[config.mk]
export PLATFORM = sky130hd
export DESIGN_NAME = instr_encoder
export DESIGN_NICKNAME = d
export VERILOG_FILES = /design/src/rtl/instr_encoder.sv
export SDC_FILE = /design/constraint.sdc
export NUM_CORES = 1
export LEC_CHECK = 0
export ABC_AREA = 1
export ABC_CLOCK_PERIOD_IN_PS = 4550
export BUFFER_PORTS_ARGS = -buffer_cell sky130_fd_sc_hd__buf_4
export CAP_MARGIN = 15
export CELL_PAD_IN_SITES_DETAIL_PLACEMENT = 1
export CELL_PAD_IN_SITES_GLOBAL_PLACEMENT = 2
export CORE_MARGIN = 5
export CORE_UTILIZATION = 28
export DETAILED_ROUTE_END_ITERATION = 8
export GPL_TIMING_DRIVEN = 1
export HOLD_SLACK_MARGIN = 0.15
export PLACE_DENSITY_LB_ADDON = 0.1
export SLEW_MARGIN = 0
export SYNTH_ARGS = -nofsm -noshare
export SYNTH_HDL_FRONTEND = slang
export SYNTH_SLANG_ARGS = --single-unit
[constraint.sdc]
create_clock -name clk -period 4.55 [get_ports clk]
set_clock_uncertainty 0.15 [all_clocks]
set_input_delay 0.455 -clock clk [delete_from_list [all_inputs] [get_ports clk]]
set_output_delay 0.455 -clock clk [all_outputs]
set_load 0.1 [all_outputs]
[src/rtl/instr_encoder.sv]
// Instruction encoder: packs field-level entries into 32-bit instruction words and
// streams them into instruction memory at consecutive word addresses per session.
module instr_encoder #(
    parameter int DEPTH = 64
) (
    input  logic        clk,
    input  logic        reset,
    input  logic        start,
    input  logic [31:0] base_addr,
    input  logic        in_valid,
    output logic        in_ready,
    input  logic [1:0]  in_kind,
    input  logic [3:0]  in_cmd,
    input  logic        in_s,
    input  logic        in_imm,
    input  logic        in_load,
    input  logic        in_link,
    input  logic        in_last,
    input  logic [3:0]  in_cond,
    input  logic [3:0]  in_rn,
    input  logic [3:0]  in_rd,
    input  logic [3:0]  in_rm,
    input  logic [11:0] in_imm12,
    input  logic [23:0] in_imm24,
    output logic        wr_en,
    output logic [31:0] wr_addr,
    output logic [31:0] wr_data,
    output logic        busy,
    output logic        done,
    output logic        err,
    output logic [10:0] count
);

    typedef enum logic [1:0] {
        IDLE,
        RUN,
        FLUSH,
        DONE
    } state_t;

    state_t      state;
    logic [31:0] addr;
    logic [31:0] encoded;
    logic        legal;
    logic        accept;
    logic        at_limit;

    assign accept   = in_ready & in_valid;
    assign at_limit = (count == 11'(DEPTH - 1));

    // Only AND, SUB, ADD, ORR and MOV are supported among data-processing commands.
    always_comb begin
        encoded = '0;
        legal   = 1'b0;
        case (in_kind)
            2'b00: begin
                encoded = {in_cond, 2'b00, in_imm, in_cmd, in_s, in_rn, in_rd,
                           (in_imm ? in_imm12 : {8'b0, in_rm})};
                legal   = in_cmd inside {4'b0100, 4'b0010, 4'b0000, 4'b1100, 4'b1101};
            end
            2'b01: begin
                encoded = {in_cond, 2'b01, 5'b01100, in_load, in_rn, in_rd, in_imm12};
                legal   = 1'b1;
            end
            2'b10: begin
                encoded = {in_cond, 2'b10, 1'b1, in_link, in_imm24};
                legal   = 1'b1;
            end
            default: begin
                encoded = '0;
                legal   = 1'b0;
            end
        endcase
    end

    // A write issues in the cycle after acceptance, so FLUSH lasts exactly one cycle.
    always_ff @(posedge clk or posedge reset) begin
        if (reset) begin
            state    <= IDLE;
            addr     <= '0;
            count    <= '0;
            err      <= 1'b0;
            in_ready <= 1'b0;
            busy     <= 1'b0;
            done     <= 1'b0;
            wr_en    <= 1'b0;
            wr_addr  <= '0;
            wr_data  <= '0;
        end else begin
            wr_en <= 1'b0;
            case (state)
                IDLE, DONE: begin
                    if (start) begin
                        state    <= RUN;
                        addr     <= base_addr;
                        count    <= '0;
                        err      <= 1'b0;
                        in_ready <= 1'b1;
                        busy     <= 1'b1;
                        done     <= 1'b0;
                    end
                end
                RUN: begin
                    if (accept) begin
                        if (legal) begin
                            wr_en   <= 1'b1;
                            wr_addr <= addr;
                            wr_data <= encoded;
                            addr    <= addr + 32'd4;
                            count   <= count + 11'd1;
                        end else begin
                            err <= 1'b1;
                        end
                        if (in_last || (legal && at_limit)) begin
                            state    <= FLUSH;
                            in_ready <= 1'b0;
                        end
                    end
                end
                FLUSH: begin
                    state <= DONE;
                    busy  <= 1'b0;
                    done  <= 1'b1;
                end
                default: begin
                    state    <= IDLE;
                    in_ready <= 1'b0;
                    busy     <= 1'b0;
                    done     <= 1'b0;
                end
            endcase
        end
    end

endmodule

==> results.json <==
{
  "hold_depth": 3,
  "synth_seq_cells": 114,
  "grt_pass1_wl_um": 37000,
  "wirelength_um": 22800,
  "clkSinkCount": 114,
  "yosysWarnings": 0,
  "syn_avg_cell_area_um2": 7.02,
  "wl_per_cell_um": 16.5,
  "powerDensity_nw_per_um2": 840,
  "rsz0062_at_grt": "no",
  "drive_above_1_share_pct": 21.8,
  "clkTransAtPathRegs_ns": 0.06,
  "grt_pass1_vias": 6735,
  "antenna_found_initial": 0,
  "fin_setup_tns_ns": 0,
  "required_ns": 4.75,
  "cts-root-buf": "clkbuf_16",
  "critical_path.slowest_cell": "buf_4",
  "min_period_ns": 3.06,
  "max_freq_ghz": 0.327,
  "drc": 0,
  "gp_congestion": 0.751,
  "die_x_um": 161,
  "path_cells": "inv_1 -> ha_2 -> buf_4 -> nor2_1 -> nor2_1 -> nand3_1 -> nand2_1 -> buf_4 -> inv_1 -> buf_4 -> nor2_1 -> nand2_1 -> nand2_1",
  "cpPeakStageDelay_ns": 0.58,
  "holdCritPathClass": "input pin to flop",
  "portBuffers": 178,
  "setup_viol": 0,
  "synth_flop_cell": "dfrtp_1",
  "startpoint_type": "flop",
  "fin_crit_sh_pct": 67.2,
  "initial_core_util_pct": 28.3,
  "crit_fanout": 67,
  "max-vdd-ir-drop_mv": 0.479,
  "dp_hpwl_um": 16500,
  "synth.net_count": 1020,
  "synth_seq_area_share_pct": 44.7,
  "synth_edf_count": 0,
  "placed_cells": 1342,
  "track_usage_pct": 18.0,
  "dr.pass1.iters": 4,
  "ant_nets": 0,
  "diodes": 0,
  "outcome": "complete, no violations",
  "area_growth_pct": 35.6,
  "synthesis.area_um2": 6380,
  "ios": 179,
  "die_area_um2": 25900,
  "worst-endpoint-arrival_ns": 3.26,
  "htree_levels": 4,
  "path_depth": 13,
  "overflow": 0,
  "stdcell_count": 1384,
  "fin_total_pwr_uw": 7270,
  "coreArea_um2": 22600,
  "cp_num_buf_inv": 5,
  "fp.dieH_um": 161,
  "drt_iter0_drc": 202,
  "cts_setup_buffers": 0,
  "cap_violations": 0,
  "max_slew_margin_pct": 29.6,
  "cts_max_path_buffers": 2,
  "synthCells": 910,
  "final_nets": 1196,
  "cts_tree": "built",
  "cts_buffers": 17,
  "tightest_slew_ns": 1.06,
  "viasPerCell": 4.61,
  "netlist_top_cells_area": "dfrtp_1 45%, nand2_1 20%, nand3_1 6.2%",
  "post_cts_resized": 0,
  "p_leak_uw": 0.00446,
  "yosysTopAreaCell": "dfrtp_1",
  "grt_max_degree": 94,
  "rows": 55,
  "endpoint_kind": "flop",
  "clock_latency_ns": 0.42,
  "rr_worst_depth": 13,
  "synth.distinct_cells": 26,
  "synth_commonest_cells": "344 x nand2_1, 114 x dfrtp_1, 95 x nor2_1",
  "async_reset_ff_share_pct": 100,
  "drv_slew": 0,
  "synth_top_area_share_pct": 44.7,
  "cp_top_family": "buffers and inverters",
  "yosysMostFrequentCell": "nand2_1",
  "critPathKind": "flop to flop",
  "vias": 6379,
  "hold_viol_final": 0
}
==> through the flow <==
| step | area, um^2 | utilization [%] | hold slack, ns | setup slack [ns] |
|---|---|---|---|---|
| 2_1_floorplan | 6380 | - | 0.321 | 0.929 |
| 3_3_place_gp | 7930 | 35.1 | 0.308 | 1.32 |
| 3_5_place_dp | 7930 | 35.1 | 0.314 | 1.18 |
| 4_1_cts | 8610 | 38.1 | 0.171 | 1.40 |
| 5_1_grt | 8660 | 38.3 | 0.196 | 1.12 |
| 6_report | 8660 | 38.3 | 0.180 | 1.49 |
==> final timing paths <==
path                                from          end  slack, ns
min in group asynchronous          reset   wr_data[4]       0.38
setup / recovery                state[1]     addr[24]       1.49
setup reg to reg                state[1]     addr[24]       1.49
hold reg to reg              wr_data[24]  wr_data[24]       0.32
max in group asynchronous          reset     addr[19]       2.98
hold / removal             base_addr[15]     addr[15]       0.18
==> state kept, by name, indices dropped and copies added (netlist names) <==
register / flops
addr: 32
wr_addr: 32
wr_data: 32
count: 11
state: 2
busy: 1
done: 1
err: 1
in_ready: 1
wr_en: 1
==> placed cells by master, fill, tap and decap left out, types with 9 or more instances in the layout <==
cell / n
clkbuf_16: 17
dfrtp_1: 114
o21ai_2: 9
nand3_1: 79
a21oi_1: 11
inv_1: 86
o21ai_0: 58
nor2_1: 95
o21ai_1: 21
ha_1: 10
buf_4: 184
nand2_1: 344
nand4_1: 14
==> routing by layer <==
metal | up-vias | GRT usage (%) | routed length (um)
met5 | - | 0 | 0
met4 | 0 | 3.80 | 195
met3 | 13 | 3.57 | 727
met2 | 98 | 30.7 | 11200
met1 | 3039 | 23.8 | 10700
li1 | 3229 | - | -
==> worst reg2reg max path, stage by stage, from the launching register on <==
cell and delay [ns]:
dfrtp_1 0.40, inv_1 0.08, ha_2 0.17, buf_4 0.58, nor2_1 0.09, nor2_1 0.16, nand3_1 0.16, nand2_1 0.10
buf_4 0.43, inv_1 0.12, buf_4 0.28, nor2_1 0.14, nand2_1 0.06, nand2_1 0.05
==> kinds of logic (layout without fill, tap and decap cells) <==
kind of cell | count (synthesis) | after routing | share of synthesized area (%)
compound gates | 111 | 111 | 9.64
buf+inv | 126 | 315 | 8.50
simple gates | 548 | 548 | 35.0
flops | 114 | 114 | 44.7
fa+ha+maj | 11 | 11 | 2.16
==> repair_timing <==
| item | 4_1_cts | 5_1_grt |
|---|---|---|
| endpoints found under the hold margin | 7 | 15 |
| hold buffers | 7 | 1 |
| setup endpoints to repair | 0 | 0 |
==> layout make-up <==
class                      instances  area [um^2]
clock buffer                      17          425
sequential                       114         2850
tap                              285          357
fill                            2853        13900
inverter                          89          338
multi-input combinational        670         2990
timing repair buffer             194         1510
clock inverter                    15          183
==> power by group <==
| part | internal (uW) | total [uW] | leakage (uW) | switching [uW] |
|---|---|---|---|---|
| logic | 888 | 4110 | 0.00272 | 3220 |
| registers | 1440 | 1780 | 0.00146 | 343 |
| clock network | 864 | 1380 | 0.000286 | 519 |
(Power assumes the default switching activity.)
